<file path="config.mk">
export PLATFORM = sky130hd
export DESIGN_NAME = csi_tx_packetizer
export DESIGN_NICKNAME = d
export VERILOG_FILES = /design/src/rtl/csi_tx_packetizer.sv
export SDC_FILE = /design/constraint.sdc
export NUM_CORES = 1
export LEC_CHECK = 0
export BUFFER_PORTS_ARGS = -buffer_cell sky130_fd_sc_hd__buf_4
export CAP_MARGIN = 10
export CORE_ASPECT_RATIO = 0.5
export CORE_MARGIN = 3
export CORE_UTILIZATION = 40
export CTS_CLUSTER_DIAMETER = 80
export CTS_CLUSTER_SIZE = 12
export DETAILED_ROUTE_END_ITERATION = 12
export MAX_ROUTING_LAYER = met4
export PLACE_DENSITY = 0.66
export SLEW_MARGIN = 5
export SYNTH_ARGS = -nofsm -noshare
export SYNTH_HDL_FRONTEND = slang
export SYNTH_SLANG_ARGS = --single-unit
export TNS_END_PERCENT = 30
</file>
<file path="constraint.sdc">
create_clock -name clk -period 3.3 [get_ports clk]
set_clock_uncertainty 0.05 [all_clocks]
set_input_delay 0.66 -clock clk [delete_from_list [all_inputs] [get_ports clk]]
set_output_delay 0.66 -clock clk [all_outputs]
set_load 0.02 [all_outputs]
</file>
<file path="src/rtl/csi_tx_packetizer.sv">
`default_nettype none
// ============================================================================
// Module   : csi_tx_packetizer
// Purpose  : CSI-2 protocol-layer packetizer. Turns a camera pixel stream into
//            FS / [LS] / long packet / [LE] / FE byte stream with SOP/EOP
//            delimiters and a valid/ready output handshake.
// Revision : 1.0 - initial release
// ============================================================================
module csi_tx_packetizer #(
  parameter int         PIX_W    = 14,
  parameter int         CNT_W    = 16,
  parameter logic [5:0] DT_RAW8  = 6'h2A,
  parameter logic [5:0] DT_RAW10 = 6'h2B,
  parameter logic [5:0] DT_RAW12 = 6'h2C,
  parameter logic [5:0] DT_RAW14 = 6'h2D,
  parameter logic [5:0] DT_FS    = 6'h00,
  parameter logic [5:0] DT_FE    = 6'h01,
  parameter logic [5:0] DT_LS    = 6'h02,
  parameter logic [5:0] DT_LE    = 6'h03
) (
  input  logic             clk,
  input  logic             rst_n,
  input  logic [1:0]       cfg_mode,
  input  logic [1:0]       cfg_vc,
  input  logic [CNT_W-1:0] cfg_line_pixels,
  input  logic [CNT_W-1:0] cfg_lines,
  input  logic             cfg_ls_le_en,
  input  logic             frame_req,
  input  logic             pix_valid,
  output logic             pix_ready,
  input  logic [PIX_W-1:0] pix_data,
  output logic             byte_valid,
  input  logic             byte_ready,
  output logic [7:0]       byte_data,
  output logic             byte_sop,
  output logic             byte_eop,
  output logic             busy,
  output logic [CNT_W-1:0] frame_cnt,
  output logic             err_sync,
  output logic             err_cfg
);

  localparam logic [3:0] S_IDLE  = 4'd0, S_FS = 4'd1, S_LS = 4'd2, S_LH = 4'd3,
                         S_PCOL  = 4'd4, S_PEMIT = 4'd5, S_LF = 4'd6, S_LE = 4'd7,
                         S_FE    = 4'd8, S_DONE = 4'd9;
  localparam logic [1:0] C_RAW8 = 2'd0, C_RAW10 = 2'd1, C_RAW12 = 2'd2;

  logic [3:0]       r_state, w_state_nxt;
  logic [1:0]       r_mode, r_vc;
  logic [CNT_W-1:0] r_line_pixels, r_lines, r_line, r_px_cnt, r_frame_cnt;
  logic             r_ls_le, r_first_grp;
  logic [15:0]      r_wc;
  logic [2:0]       r_idx;
  logic [1:0]       r_gi;
  logic [PIX_W-1:0] r_pix [4];
  logic [7:0]       r_csum;
  logic             r_byte_valid, r_byte_sop, r_byte_eop, r_err_sync, r_err_cfg;
  logic [7:0]       r_byte_data;

  logic             w_cfg_ok, w_load, w_emit_state, w_emit, w_step, w_pix_acc;
  logic             w_last_line, w_line_done, w_sop, w_eop;
  logic [CNT_W-1:0] w_wc_calc;
  logic [2:0]       w_last_idx, w_grp_bytes_last;
  logic [1:0]       w_grp_last;
  logic [5:0]       w_dt, w_dt_long;
  logic [15:0]      w_field;
  logic [7:0]       w_hdr0, w_pay, w_byte;

  assign w_cfg_ok     = (cfg_line_pixels != '0) && (cfg_line_pixels[1:0] == 2'b00) && (cfg_lines != '0);
  // Output register may take a new byte when empty or being drained this cycle.
  assign w_load       = !r_byte_valid || byte_ready;
  assign w_emit_state = (r_state == S_FS) || (r_state == S_LS) || (r_state == S_LH) ||
                        (r_state == S_PEMIT) || (r_state == S_LF) || (r_state == S_LE) ||
                        (r_state == S_FE);
  assign w_emit       = w_emit_state && w_load;
  assign w_step       = w_emit && (r_idx == w_last_idx);
  assign w_pix_acc    = (r_state == S_PCOL) && pix_valid;
  assign w_last_line  = (r_line == r_lines);
  assign w_line_done  = (r_px_cnt == r_line_pixels);
  assign w_hdr0       = {r_vc, w_dt};

  // Word count from line pixels with shifts/adds only (line pixels is a multiple of 4).
  always_comb begin
    case (cfg_mode)
      C_RAW8:  w_wc_calc = cfg_line_pixels;
      C_RAW10: w_wc_calc = cfg_line_pixels + (cfg_line_pixels >> 2);
      C_RAW12: w_wc_calc = cfg_line_pixels + (cfg_line_pixels >> 1);
      default: w_wc_calc = cfg_line_pixels + (cfg_line_pixels >> 1) + (cfg_line_pixels >> 2);
    endcase
  end

  // Per-mode group geometry and long-packet data type.
  always_comb begin
    case (r_mode)
      C_RAW8:  begin w_grp_last = 2'd0; w_grp_bytes_last = 3'd0; w_dt_long = DT_RAW8;  end
      C_RAW10: begin w_grp_last = 2'd3; w_grp_bytes_last = 3'd4; w_dt_long = DT_RAW10; end
      C_RAW12: begin w_grp_last = 2'd1; w_grp_bytes_last = 3'd2; w_dt_long = DT_RAW12; end
      default: begin w_grp_last = 2'd3; w_grp_bytes_last = 3'd6; w_dt_long = DT_RAW14; end
    endcase
  end

  // Header data type and 16-bit field for the packet currently being emitted.
  always_comb begin
    w_dt    = DT_FS;
    w_field = 16'(r_frame_cnt);
    case (r_state)
      S_FE:    w_dt = DT_FE;
      S_LS:    begin w_dt = DT_LS; w_field = 16'(r_line); end
      S_LE:    begin w_dt = DT_LE; w_field = 16'(r_line); end
      S_LH:    begin w_dt = w_dt_long; w_field = r_wc; end
      default: ;
    endcase
  end

  // Payload byte r_idx of the collected pixel group: MSB bytes first, then packed LSBs.
  always_comb begin
    case (r_mode)
      C_RAW8:  w_pay = r_pix[0][7:0];
      C_RAW10: w_pay = (r_idx == 3'd4) ? {r_pix[3][1:0], r_pix[2][1:0], r_pix[1][1:0], r_pix[0][1:0]}
                                       : r_pix[r_idx[1:0]][9:2];
      C_RAW12: begin
        case (r_idx)
          3'd0:    w_pay = r_pix[0][11:4];
          3'd1:    w_pay = r_pix[1][11:4];
          default: w_pay = {r_pix[1][3:0], r_pix[0][3:0]};
        endcase
      end
      default: begin
        case (r_idx)
          3'd4:    w_pay = {r_pix[1][1:0], r_pix[0][5:0]};
          3'd5:    w_pay = {r_pix[2][3:0], r_pix[1][5:2]};
          3'd6:    w_pay = {r_pix[3][5:0], r_pix[2][5:4]};
          default: w_pay = r_pix[r_idx[1:0]][13:6];
        endcase
      end
    endcase
  end

  // Next byte and its delimiters; payload+footer form one delimited unit per line.
  always_comb begin
    w_byte     = 8'h00;
    w_sop      = 1'b0;
    w_eop      = 1'b0;
    w_last_idx = 3'd3;
    case (r_state)
      S_PEMIT: begin
        w_byte     = w_pay;
        w_sop      = r_first_grp && (r_idx == 3'd0);
        w_last_idx = w_grp_bytes_last;
      end
      S_LF: begin
        w_byte     = r_csum;
        w_eop      = (r_idx == 3'd1);
        w_last_idx = 3'd1;
      end
      default: begin
        case (r_idx[1:0])
          2'd0:    w_byte = w_hdr0;
          2'd1:    w_byte = w_field[7:0];
          2'd2:    w_byte = w_field[15:8];
          default: w_byte = w_hdr0 ^ w_field[7:0] ^ w_field[15:8];
        endcase
        w_sop = (r_idx == 3'd0);
        w_eop = (r_idx == 3'd3);
      end
    endcase
  end

  // FSM state register.
  always_ff @(posedge clk or negedge rst_n) begin
    if (!rst_n) r_state <= S_IDLE;
    else        r_state <= w_state_nxt;
  end

  // FSM next-state logic; emitting states advance after their last byte is loaded.
  always_comb begin
    w_state_nxt = r_state;
    case (r_state)
      S_IDLE:  if (frame_req && w_cfg_ok) w_state_nxt = S_FS;
      S_FS:    if (w_step) w_state_nxt = r_ls_le ? S_LS : S_LH;
      S_LS:    if (w_step) w_state_nxt = S_LH;
      S_LH:    if (w_step) w_state_nxt = S_PCOL;
      S_PCOL:  if (w_pix_acc && (r_gi == w_grp_last)) w_state_nxt = S_PEMIT;
      S_PEMIT: if (w_step) w_state_nxt = w_line_done ? S_LF : S_PCOL;
      S_LF:    if (w_step) w_state_nxt = r_ls_le ? S_LE : (w_last_line ? S_FE : S_LH);
      S_LE:    if (w_step) w_state_nxt = w_last_line ? S_FE : S_LS;
      S_FE:    if (w_step) w_state_nxt = S_DONE;
      S_DONE:  if (r_byte_valid && byte_ready) w_state_nxt = S_IDLE;
      default: w_state_nxt = S_IDLE;
    endcase
  end

  // FSM outputs.
  always_comb begin
    busy      = (r_state != S_IDLE);
    pix_ready = (r_state == S_PCOL);
  end

  // Config latch, byte index, pixel group capture, checksum, line and frame counters, errors.
  always_ff @(posedge clk or negedge rst_n) begin
    if (!rst_n) begin
      r_mode        <= '0;
      r_vc          <= '0;
      r_line_pixels <= '0;
      r_lines       <= '0;
      r_ls_le       <= 1'b0;
      r_wc          <= '0;
      r_line        <= '0;
      r_px_cnt      <= '0;
      r_frame_cnt   <= CNT_W'(1);
      r_idx         <= '0;
      r_gi          <= '0;
      r_csum        <= '0;
      r_first_grp   <= 1'b0;
      r_err_sync    <= 1'b0;
      r_err_cfg     <= 1'b0;
      for (int i = 0; i < 4; i++) r_pix[i] <= '0;
    end else begin
      if ((r_state == S_IDLE) && frame_req && w_cfg_ok) begin
        r_mode        <= cfg_mode;
        r_vc          <= cfg_vc;
        r_line_pixels <= cfg_line_pixels;
        r_lines       <= cfg_lines;
        r_ls_le       <= cfg_ls_le_en;
        r_wc          <= 16'(w_wc_calc);
        r_line        <= CNT_W'(1);
      end
      if (w_step)      r_idx <= '0;
      else if (w_emit) r_idx <= r_idx + 3'd1;
      if (r_state == S_LH) begin
        r_px_cnt    <= '0;
        r_gi        <= '0;
        r_csum      <= '0;
        r_first_grp <= 1'b1;
      end
      if (w_pix_acc) begin
        r_pix[r_gi] <= pix_data;
        r_gi        <= (r_gi == w_grp_last) ? 2'd0 : r_gi + 2'd1;
        r_px_cnt    <= r_px_cnt + CNT_W'(1);
      end
      if (w_emit && (r_state == S_PEMIT)) begin
        r_csum      <= r_csum ^ w_pay;
        r_first_grp <= 1'b0;
      end
      if (w_step && !w_last_line && (((r_state == S_LF) && !r_ls_le) || (r_state == S_LE)))
        r_line <= r_line + CNT_W'(1);
      // Frame number skips 0 on wrap.
      if ((r_state == S_DONE) && r_byte_valid && byte_ready)
        r_frame_cnt <= (r_frame_cnt == '1) ? CNT_W'(1) : r_frame_cnt + CNT_W'(1);
      if (frame_req && (r_state != S_IDLE))         r_err_sync <= 1'b1;
      if (frame_req && (r_state == S_IDLE) && !w_cfg_ok) r_err_cfg <= 1'b1;
    end
  end

  // Output byte register: loads only when empty or draining, so data holds under backpressure.
  always_ff @(posedge clk or negedge rst_n) begin
    if (!rst_n) begin
      r_byte_valid <= 1'b0;
      r_byte_data  <= '0;
      r_byte_sop   <= 1'b0;
      r_byte_eop   <= 1'b0;
    end else if (w_emit) begin
      r_byte_valid <= 1'b1;
      r_byte_data  <= w_byte;
      r_byte_sop   <= w_sop;
      r_byte_eop   <= w_eop;
    end else if (byte_ready) begin
      r_byte_valid <= 1'b0;
    end
  end

  assign byte_valid = r_byte_valid;
  assign byte_data  = r_byte_data;
  assign byte_sop   = r_byte_sop;
  assign byte_eop   = r_byte_eop;
  assign frame_cnt  = r_frame_cnt;
  assign err_sync   = r_err_sync;
  assign err_cfg    = r_err_cfg;

endmodule
`default_nettype wire

</file>
## Word-level counts from Yosys, hierarchy flattened

Index checks and enable logic that the tools add are counted.

| storage, ports and cells | value |
|---|---|
| bits in registers | 188 |
| input port bits | 56 |

| operators by class | value |
|---|---|
| add/subtract/negate cells | 8 |
| $lt $le $gt $ge | 3 |
| equal/unequal tests | 35 |
| multiplexer cells | 53 |
| bitwise gates (word level) | 5 |
| reductions and logical operators | 48 |

Operator list:

| cell | number |
|---|---|
| $mux 16 | 5 |
| $pmux 8 s3 | 3 |
| $bwmux 56 | 1 |
| $mux 4 | 13 |
| $add 16x1->16 const B | 3 |
| $pmux 16 s3 | 1 |
| $mux 14 | 3 |
| $pmux 4 s10 | 1 |
| $add 16x14->16 | 2 |
| $eq 16x16->1 | 2 |
| $pmux 16 s2 | 1 |
| $pmux 8 s2 | 2 |
| $reduce_bool 16->1 | 2 |
| $bmux 14 s2 | 1 |
| $demux 14 s2 | 1 |
| $mux 8 | 3 |
| $pmux 6 s4 | 1 |
| $xor 8x8->8 | 3 |
| $logic_and 1x1->1 | 20 |
| $ne 2x2->1 const B | 9 |
| $pmux 3 s3 | 2 |
| $add 16x15->16 | 1 |
| $eq 16x16->1 const B | 1 |
| $eq 4x3->1 const B | 4 |
| 31 further kinds | 67 |

## Logic depth before layout (Yosys ltp)

Gate-level depths: netlist of run 1.

| logic depth | value |
|---|---|
| word-level depth | 12 |
| mapped depth | 18 |

## Least setup slack after synthesis of run 1

OpenSTA, ideal clock, no wires.

| timing path | value |
|---|---|
| path kind | input to register |
| from | in cfg_line_pixels[2] |
| to | reg r_wc[15] |
| data arrival time | 3,803 ps |
| required time | 3,167 ps |
| path slack | -636 ps |
| stages | 18 |
| cell sequence | inv_1 ha_1 o21ai_0 o21bai_1 a31oi_1 o21ba_2 o21bai_1 a21oi_1 xor2_1 o21ai_0 ha_1 and2_1 a31oi_1 a31oi_1 o31a_1 o221ai_1 xnor3_1 o21ai_0 |

| on the way | value |
|---|---|
| longest elaborated chain between the ends | 4 |
| elaborated cells on any way between the ends | 8 |
| those cells by class | add/sub: 3; mux: 1; reduce/logical: 4 |

Ends and longest elaborated chain:

| item | line | RTL |
|---|---|---|
| start, declared | 25 | `input logic [CNT_W-1:0] cfg_line_pixels,` |
| parallel branches: the longest is 4 deep, another holds $add 16x15->16 | -- |  |
| end signal, assigned | 225 | `r_wc <= 16'(w_wc_calc);` |
| end, declared | 52 | `logic [15:0] r_wc;` |

Several ways; the timed one is not identified.
A chain may end at the register's enable or synchronous reset.

## Final worst setup path of run 1

Ends and elaborated chain as after synthesis.

==> results.toml, run 1 <==
[global_routing]
global_route.usage.total_pct = 23.10
grt.met1_usage_pct = 31.33
gr-usage-met2_pct = 36.15
globalRoute.totalOverflow = 0
antenna_found_initial = 0
grt_most_used_layer = "met2"
grt_start_max_net_pins = 71
grt.met3_usage_pct = 4.602
first_global_vias = 10480
grt_first_pass_wirelength_mm = 56.95

[pwr]
leakage_power_figure_nw = 6.760
ir_worst_vdd_uv = 425.6
power.density_cell_area_nw_per_um2 = 752.5
power_mw = 11.06

[clocking]
htreeDepth = 4
cts_root_buf = "sky130_fd_sc_hd__clkbuf_16"
clock_tree_from_tritoncts = "done"
cts.clk_slew.worst_paths_ns = 0.06
insertion_delay_ns = 0.46
cts_buffers = 17
clock_sinks = 188
cts_hold_buf = 0
max-clock-path-buffers = 2

[drt]
routed_via_count = 10810
wirelength_mm = 35.85
routed_via_density = 5.730
drcViolationCount = 0
wl_per_cell_um = 19.01
detail-route-antenna-nets = 0
drtPass1Iterations = 5
drt_first_iter_violations = 1131

[setup_path]
arrival_ns = 3.93
end_kind = "flop"
timing.setup.critical_path_class = "in -> reg"
r2r-end = "r_state[1]"
reg2regPathDepth = 9
rrSetupSlack_ns = 0.23
max_fo_critical_path = 4
required_ns = 3.63
r2r_start = "r_state[2]"
start_kind = "input port"

[yosys]
synth_enable_flop_cells = 0
synth_top_cells_by_area = "sky130_fd_sc_hd__dfrtp_1, sky130_fd_sc_hd__nand2_1, sky130_fd_sc_hd__mux2_2"
synthMostInstantiatedCell = "sky130_fd_sc_hd__nand2_1"
synth.yosys.warnings = 0
yosys-top-cells-count = "sky130_fd_sc_hd__nand2_1, sky130_fd_sc_hd__dfrtp_1, sky130_fd_sc_hd__o21ai_0"
synth-main-ff-cell = "sky130_fd_sc_hd__dfrtp_1"
synth_largest_area_cell = "sky130_fd_sc_hd__dfrtp_1"
syn_inst = 1313
async_reset_ff_share_pct = 100.0
yosysUniqueCellTypes = 71
mappedNetlistArea_um2 = 11890
post-synth-top-area-fraction_pct = 39.35
synth.yosys.seq_area_share_pct = 39.57
synth_fp_nets = 1420
synthesis_stage_register_bit_count = 188
syn_area_per_cell_um2 = 9.057

[floorplanning]
fp.dieArea_um2 = 31960
placeableCoreArea_um2 = 28460
num_io_pins = 87
rows = 43
die-height_um = 127.9
initial_utilization_pct = 41.78
die-width_um = 249.8

[timing]
unrepaired_setup_endpoints_after_global_routing = "true"
timing_hold_violations_final = 0
worst_slew_slack_as_a_fraction_of_its_limit_pct = 46.06
period_needed_ns = 3.602
tightest_slew_ns = 0.8071
final.period_utilization_pct = 109.1
setup-violations-final = 7
fmax_ghz = 0.2776
finalMaxSlewViolations = 0
slack_of_the_critical_path_ns = -0.3019
totalNegativeSetupSlack_ns = -1.295

[status]
status = "finished with violations"
violations_in_the_final_reports = "setup timing"

[layout]
insertedDiodeCount = 0
layout.cells.non_filler = 1886
fin_area_um2 = 14690
layout-drive-gt1-share_pct = 24.87
area.growth.synth_to_final_pct = 23.55
number_of_nets_in_the_final_layout = 1598

[place]
placement_stage_worst_setup_slack_ns = -0.8439
numPlacedInstances = 1849
place.gp.congestion = 0.9533
port_buffers = 86
dpl-instance-area_um2 = 13900
post_dp_hpwl_mm = 26.92

[min_path]
holdCritPathClass = "in -> async"

[run]
total_of_max_cap_violations = 0
[layer usage]
| metal | wire [um] | share of wire, % | up-vias |
|---|---|---|---|
| met5 | 0 | 0 | - |
| met4 | 499 | 1.4 | 0 |
| met3 | 2016 | 5.6 | 42 |
| met2 | 16600 | 46 | 301 |
| met1 | 16730 | 47 | 5361 |
| li1 | - | - | 5103 |
[flip-flops by register name (all words and copies together), names as in the netlist, 8 cells and up]
register       cells
r_lines           16
r_csum             8
frame_cnt         16
r_line            16
r_wc              16
r_pix             56
r_line_pixels     16
byte_data          8
r_px_cnt          16
[layout make-up]
class,instances,area [um2]
clock inverter,6,72.57
clock buffer,26,529.3
timing repair buffer,231,1807
fill,2621,13770
multi-input combinational,1013,6945
sequential,188,4706
inverter,40,153.9
tap,382,478.0
[worst max-delay path: stages]
cell and delay [ns]:
sky130_fd_sc_hd__buf_8 0.09, sky130_fd_sc_hd__clkinvlp_4 0.13, sky130_fd_sc_hd__ha_4 0.29, sky130_fd_sc_hd__o21ai_2 0.05, sky130_fd_sc_hd__o21bai_1 0.20, sky130_fd_sc_hd__a31oi_1 0.15, sky130_fd_sc_hd__o21ba_2 0.23, sky130_fd_sc_hd__o21bai_1 0.16
sky130_fd_sc_hd__a21oi_2 0.09, sky130_fd_sc_hd__xor2_1 0.16, sky130_fd_sc_hd__o21ai_1 0.13, sky130_fd_sc_hd__ha_1 0.29, sky130_fd_sc_hd__and2_4 0.20, sky130_fd_sc_hd__a31oi_4 0.19, sky130_fd_sc_hd__a31oi_4 0.12, sky130_fd_sc_hd__o31a_1 0.28
sky130_fd_sc_hd__o221ai_2 0.14, sky130_fd_sc_hd__xnor3_1 0.23, sky130_fd_sc_hd__o21ai_1 0.12
[repair_timing]
action	in CTS	in global routing
hold endpoints to repair	0	0
pin swaps	17	8
setup endpoints to repair	7	12
gates resized for setup	22	14
cloned	0	0
setup buffers	4	2
[cell families after synthesis]
| family | after synthesis | share of synthesized area (%) |
|---|---|---|
| buffers and inverters | 112 | 3.725 |
| muxes | 88 | 9.280 |
| xor gates and xnor gates | 80 | 6.008 |
| DFF | 188 | 39.57 |
| AOI/OAI and AO/OA | 322 | 17.95 |
| adders and majority gates | 51 | 5.492 |
| and+or+nand+nor | 472 | 17.97 |
[where the power goes]
group	internal, mW	switching (mW)	total [mW]	leakage, nW
clock	1.19	0.907	2.10	0.294
sequential	3.12	0.807	3.93	2.43
combinational	2.33	2.70	5.03	4.04
[worst max-delay path by stage]
stage	from	to	slack (ns)	cells after the start
CTS	cfg_line_pixels[2]	r_wc[15]	-0.22	19
finish	cfg_line_pixels[2]	r_wc[15]	-0.30	19
global placement	cfg_line_pixels[2]	r_wc[15]	-0.78	18
global route	cfg_line_pixels[2]	r_wc[15]	-0.44	19
detailed placement	cfg_line_pixels[1]	r_wc[15]	-0.84	18
floorplan	cfg_line_pixels[2]	r_wc[15]	-0.47	18
[per-stage QoR]
step / hold WS (ns) / util, %
2_1_floorplan: 0.3144 / -
3_3_place_gp: 0.3889 / 48.83
3_5_place_dp: 0.4043 / 48.83
4_1_cts: 0.2042 / 51.42
5_1_grt: 0.2136 / 51.62
6_report: 0.1810 / 51.62
[cells in the final DEF, fill, tap and decap left out, drive strengths merged, types with 8 or more instances in the layout]
cell,count
nand2,232
buf,231
dfrtp,187
o21ai,102
nor2,73
nand3,63
xnor2,62
mux2,58
a21oi,55
ha,49
inv,39
clkbuf,26
and3,20
nand4,19
mux2i,18
xor2,17
o31ai,16
a211oi,16
a31oi,15
nor3,13
mux4,12
a221o,11
o211ai,11
nor4,11
a222oi,10
a221oi,10
a22oi,10
a21o,9
a211o,9
nand2b,8
Power figures use the tool's default switching activity.
==> inputs of run 2 (changes only) <==
--- a/config.mk
+++ b/config.mk
@@ -5,16 +5,16 @@
 export SDC_FILE = /design/constraint.sdc
 export NUM_CORES = 1
 export LEC_CHECK = 0
-export BUFFER_PORTS_ARGS = -buffer_cell sky130_fd_sc_hd__buf_4
-export CAP_MARGIN = 10
-export CORE_ASPECT_RATIO = 0.5
+export CAP_MARGIN = 5
+export CORE_ASPECT_RATIO = 1.5
 export CORE_MARGIN = 3
 export CORE_UTILIZATION = 40
 export CTS_CLUSTER_DIAMETER = 80
 export CTS_CLUSTER_SIZE = 12
 export DETAILED_ROUTE_END_ITERATION = 12
+export DONT_BUFFER_PORTS = 1
 export MAX_ROUTING_LAYER = met4
-export PLACE_DENSITY = 0.66
+export PLACE_DENSITY = 0.63
 export SLEW_MARGIN = 5
 export SYNTH_ARGS = -nofsm -noshare
 export SYNTH_HDL_FRONTEND = slang
==> run 2 against run 1 <==
The flow finishes with violations (hold timing, setup timing). Non-clock buffer count is 103 lower. Sequential share of layout area is 1.9 points higher. Combinational power is 9.3% lower. Flip-flop and latch count stayed put. Final cell count is 5.0% lower. Highest routed layer unchanged. Critical path depth is 1 lower.
==> results.toml, run 2 (same netlist as run 1, synthesis figures left out) <==
[drt]
routed_via_count = 10200
routed_via_density = 5.695
drcViolationCount = 0
wirelength_mm = 34.74
wl_per_cell_um = 19.40
drt_first_iter_violations = 675
detail-route-antenna-nets = 0
drtPass1Iterations = 7

[clocking]
max-clock-path-buffers = 2
clock_tree_from_tritoncts = "done"
clock_sinks = 188
insertion_delay_ns = 0.46
cts.clk_slew.worst_paths_ns = 0.07
htreeDepth = 4
cts_root_buf = "sky130_fd_sc_hd__clkbuf_16"
cts_buffers = 17

[global_routing]
first_global_vias = 10210
antenna_found_initial = 0
global_route.usage.total_pct = 22.74
grt_first_pass_wirelength_mm = 55.92
grt_start_max_net_pins = 189
globalRoute.totalOverflow = 0

[floorplanning]
placeableCoreArea_um2 = 29000
die-height_um = 217.2
fp.dieArea_um2 = 31880
num_io_pins = 87
die-width_um = 146.8
rows = 76
initial_utilization_pct = 41.00

[setup_path]
arrival_ns = 3.66
timing.setup.critical_path_class = "in -> reg"
end_kind = "flop"
critPathMaxStageDelay_ns = 0.29
crit_chain = "clkinvlp_4 > ha_4 > o21ai_2 > o21bai_2 > a31oi_2 > o21ba_2 > o21bai_1 > a21oi_2 > xor2_1 > o21ai_2 > ha_4 > and2_4 > a31oi_4 > a31oi_4 > o31a_1 > o221ai_2 > xnor3_1 > o21ai_1"
max_fo_critical_path = 5
required_ns = 3.64
start_kind = "input port"
crit_slowest_cell = "sky130_fd_sc_hd__ha_4"

[status]
violations_in_the_final_reports = "hold timing, setup timing"
status = "finished with violations"

[timing]
timing_hold_violations_final = 187
setup-violations-final = 1
final.hold.worst_slack_ns = -0.1495
finalMaxSlewViolations = 0
unrepaired_setup_endpoints_after_global_routing = "true"
totalNegativeSetupSlack_ns = -0.02447
slack_of_the_critical_path_ns = -0.02447
worst_slew_slack_as_a_fraction_of_its_limit_pct = 46.62
period_needed_ns = 3.324
final.period_utilization_pct = 100.7
tightest_slew_ns = 0.7988
fmax_ghz = 0.3008

[layout]
largest_reg_flops = 56
layout_commonest_cell = "sky130_fd_sc_hd__nand2_1"
final_cell_mix = "sky130_fd_sc_hd__nand2_1, sky130_fd_sc_hd__dfrtp_1, sky130_fd_sc_hd__buf_4"
area.growth.synth_to_final_pct = 16.64
insertedDiodeCount = 0
regMostFlops = "r_pix"
layout-drive-gt1-share_pct = 19.91
number_of_nets_in_the_final_layout = 1495
fin_util_pct = 47.82

[pwr]
leakage_power_figure_nw = 6.232
power.density_cell_area_nw_per_um2 = 766.2
ir_worst_vdd_uv = 389.0

[place]
placement_stage_worst_setup_slack_ns = -0.7095
post_dp_hpwl_mm = 26.18
place.gp.congestion = 0.9612
port_buffers = 0

[run]
total_of_max_cap_violations = 0

[min_path]
holdCritPathClass = "in -> async"
## run 2: cell count changes in the layout (fill, tap and decap cells not counted), sizes merged
cell,previous run,this run
buf,231,128
clkbuf,26,19
inv,39,43
clkinvlp,2,4
clkinv,4,5
## run 2: worst paths after layout
kind / to / depth (start not counted) / startpoint / slack [ns]
max in group asynchronous: r_px_cnt[5] / 0 / rst_n / 3.03
hold reg to reg: r_wc[6] / 2 / r_wc[6] / 0.44
setup / recovery: r_wc[15] / 18 / cfg_line_pixels[2] / -0.02
min in group clk: r_vc[0] / 2 / cfg_vc[0] / 0.25
hold / removal: r_pix[13] / 0 / rst_n / -0.15
setup reg to reg: r_line[15] / 8 / r_state[2] / 0.34
## run 2: layout make-up
class	instances	area, um2
Fill cell	2783	15130
Clock inverter	13	128.9
Sequential cell	188	4706
Inverter	40	153.9
Tap cell	390	488.0
Timing Repair Buffer	128	973.4
Multi-Input combinational cell	1013	6967
Clock buffer	19	452.9
## run 2: through the flow
step | cells | hold WS, ns | total power [mW] | area [um2]
floorplan | 1313 | 0.3144 | 6.991 | 11960
global placement | 1758 | 0.3255 | 8.439 | 13130
detailed placement | 1758 | 0.3246 | 8.532 | 13130
CTS | 1790 | -0.1765 | 10.64 | 13750
global route | 1791 | -0.1807 | 11.34 | 13870
finish | 1791 | -0.1495 | 10.63 | 13870
## run 2: what timing repair did
action | in CTS | in global routing
gates cloned | 0 | 0
pin swaps | 8 | 9
resized for setup | 8 | 24
endpoints found under the setup margin | 6 | 10
buffers inserted | 0 | 1
hold endpoints to repair | 187 | 187
## run 2: critical path, delay by kind of cell
family | cells | cell delay [ns]
simple gates | 1 | 0.15
xor+xnor | 2 | 0.41
compound gates | 12 | 1.81
buf+inv | 1 | 0.10
fa+ha+maj | 2 | 0.53
## run 2: report_power, final
part | switching [mW] | internal [mW]
clock network | 0.959 | 1.10
logic | 2.40 | 2.16
registers | 0.896 | 3.12
## run 2: metal layers
| metal | global-route usage [%] | vias to the layer above | wire (um) | part of all wire (%) |
|---|---|---|---|---|
| li1 | - | 4901 | - | - |
| met1 | 26.14 | 4947 | 13900 | 40 |
| met2 | 38.84 | 278 | 17860 | 51 |
| met3 | 3.583 | 74 | 1556 | 4.5 |
| met4 | 10.77 | 0 | 1427 | 4.1 |
| met5 | - | - | 0 | 0 |
==> inputs of run 3 (changes only) <==
--- a/config.mk
+++ b/config.mk
@@ -9,6 +9,7 @@
 export CORE_ASPECT_RATIO = 1.5
 export CORE_MARGIN = 3
 export CORE_UTILIZATION = 40
+export CTS_BUF_LIST = sky130_fd_sc_hd__clkbuf_16
 export CTS_CLUSTER_DIAMETER = 80
 export CTS_CLUSTER_SIZE = 12
 export DETAILED_ROUTE_END_ITERATION = 12
==> run 3 against run 2 <==
The run still ends with hold timing, setup timing left. Wire length rose by 0.13%. Clock power down 3%. Non-clock buffer count is the same. Setup slack worse by 0.0095 ns. Clock-buffer cell count down 2. Power is 0.38% lower. Via count hardly changed. First-iteration DRC count fell by 1.5%. Critical endpoint unchanged. Highest routed layer unchanged.
==> results.toml, run 3 (same netlist as run 1, synthesis figures left out) <==
[status]
status = "finished with violations"
violations_in_the_final_reports = "hold timing, setup timing"

[place]
port_buffers = 0
place.gp.congestion = 0.9612
dpl-instance-area_um2 = 13130
post_dp_hpwl_mm = 26.18
placement_stage_worst_setup_slack_ns = -0.7095

[setup_path]
required_ns = 3.59
reg2regPathDepth = 8
r2r-end = "r_line[15]"
arrival_ns = 3.63
rrSetupSlack_ns = 0.35
r2r_start = "r_state[2]"
end_kind = "flop"
start_kind = "input port"
timing.setup.critical_path_class = "in -> reg"
max_fo_critical_path = 5

[timing]
totalNegativeSetupSlack_ns = -0.03392
slack_of_the_critical_path_ns = -0.03392
tightest_slew_ns = 0.8187
final.hold.worst_slack_ns = -0.1473
worst_slew_slack_as_a_fraction_of_its_limit_pct = 45.29
fmax_ghz = 0.2999
setup-violations-final = 1
unrepaired_setup_endpoints_after_global_routing = "true"
finalMaxSlewViolations = 0
timing_hold_violations_final = 187
period_needed_ns = 3.334
final.period_utilization_pct = 101.0

[drt]
drtPass1Iterations = 5
drcViolationCount = 0
wl_per_cell_um = 19.42
routed_via_count = 10200
routed_via_density = 5.695
drt_first_iter_violations = 665
detail-route-antenna-nets = 0
wirelength_mm = 34.79

[clocking]
insertion_delay_ns = 0.46
clock_tree_from_tritoncts = "done"
max-clock-path-buffers = 2
htreeDepth = 4
cts_buffers = 17
cts.clk_slew.worst_paths_ns = 0.07
cts_root_buf = "sky130_fd_sc_hd__clkbuf_16"
clock_sinks = 188

[pwr]
ir_worst_vdd_uv = 388.1
p_seq_share_pct = 37.9
sw_frac_of_total_pct = 40.26
p_int_mw = 6.325
switching_power_total_mw = 4.262
combPwrFrac_pct = 43.1
power.density_cell_area_nw_per_um2 = 764.4
power.share.clock_pct = 18.9
power_mw = 10.59
leakage_power_figure_nw = 6.221

[floorplanning]
die-height_um = 217.2
rows = 76
placeableCoreArea_um2 = 29000
fp.dieArea_um2 = 31880
num_io_pins = 87
initial_utilization_pct = 41.00
die-width_um = 146.8

[global_routing]
first_global_vias = 10220
grt_first_pass_wirelength_mm = 55.91
global_route.usage.total_pct = 22.72
globalRoute.totalOverflow = 0
grt_start_max_net_pins = 189
antenna_found_initial = 0

[layout]
number_of_nets_in_the_final_layout = 1495
final_cell_mix = "sky130_fd_sc_hd__nand2_1, sky130_fd_sc_hd__dfrtp_1, sky130_fd_sc_hd__buf_4"
layout_commonest_cell = "sky130_fd_sc_hd__nand2_1"
fin_area_um2 = 13850
area.growth.synth_to_final_pct = 16.47
layout-drive-gt1-share_pct = 19.77
insertedDiodeCount = 0
largest_reg_flops = 56
regMostFlops = "r_pix"

[run]
total_of_max_cap_violations = 0

[min_path]
holdCritPathClass = "in -> async"
[run 3: changes by cell type in the layout (fill, tap and decap cells not counted), sizes merged]
cell	before	now
clkbuf	19	17
clkinv	5	7
[run 3: area by class of cell]
type	instances	area (um2)
multi-input cells	1013	6967
well taps	390	488.0
fillers	2785	15150
clock inverters	15	136.4
repair buffers	128	973.4
inverters	40	153.9
flip-flops and latches	188	4706
clock buffers	17	425.4
[run 3: stage by stage]
step | cells | util [%]
floorplan | 1313 | -
global placement | 1758 | 45.27
detailed placement | 1758 | 45.27
CTS | 1790 | 47.36
global route | 1791 | 47.75
finish | 1791 | 47.75
[run 3: how the worst max path moves through the flow]
| stage | slack [ns] | to | start |
|---|---|---|---|
| 4_1_cts | -0.13 | r_wc[15] | cfg_line_pixels[2] |
| 6_report | -0.03 | r_wc[15] | cfg_line_pixels[2] |
| 3_5_place_dp | -0.71 | r_wc[15] | cfg_line_pixels[1] |
| 5_1_grt | -0.15 | r_wc[13] | cfg_line_pixels[2] |
| 2_1_floorplan | -0.47 | r_wc[15] | cfg_line_pixels[2] |
| 3_3_place_gp | -0.66 | r_wc[15] | cfg_line_pixels[1] |
[run 3: layer usage]
layer | global-route usage (%) | up-vias | wire length (um)
li1 | - | 4901 | -
met1 | 26.07 | 4947 | 13800
met2 | 38.87 | 278 | 17920
met3 | 3.583 | 73 | 1634
met4 | 10.77 | 0 | 1428
met5 | - | - | 0
[run 3: timing repair]
| item | CTS | global route |
|---|---|---|
| pin swaps | 8 | 9 |
| hold endpoints to repair | 187 | 187 |
| setup endpoints to repair | 6 | 10 |
| buffers inserted | 0 | 1 |
| resized for setup | 8 | 24 |
[run 3: critical path, cell delays in order]
cell                         delay (ns)
sky130_fd_sc_hd__clkinvlp_4        0.10
sky130_fd_sc_hd__ha_4              0.26
sky130_fd_sc_hd__o21ai_2           0.12
sky130_fd_sc_hd__o21bai_2          0.09
sky130_fd_sc_hd__a31oi_2           0.23
sky130_fd_sc_hd__o21ba_2           0.17
sky130_fd_sc_hd__o21bai_1          0.08
sky130_fd_sc_hd__a21oi_2           0.17
sky130_fd_sc_hd__xor2_1            0.19
sky130_fd_sc_hd__o21ai_2           0.09
sky130_fd_sc_hd__ha_4              0.30
sky130_fd_sc_hd__nand3_1           0.08
sky130_fd_sc_hd__a211o_1           0.33
sky130_fd_sc_hd__a31oi_4           0.20
sky130_fd_sc_hd__o31a_1            0.18
sky130_fd_sc_hd__o221ai_2          0.10
sky130_fd_sc_hd__xnor3_1           0.21
sky130_fd_sc_hd__o21ai_1           0.06
[run 3: power groups by stage]
stage	Sequential (mW)	Combinational (mW)	Clock [mW]
final	4.02	4.57	2.00
after global routing	4.12	5.02	2.16
after CTS	4.01	4.53	2.05
after detailed placement	4.05	4.48	0
after global placement	4.01	4.43	0
after floorplan	3.69	3.30	0
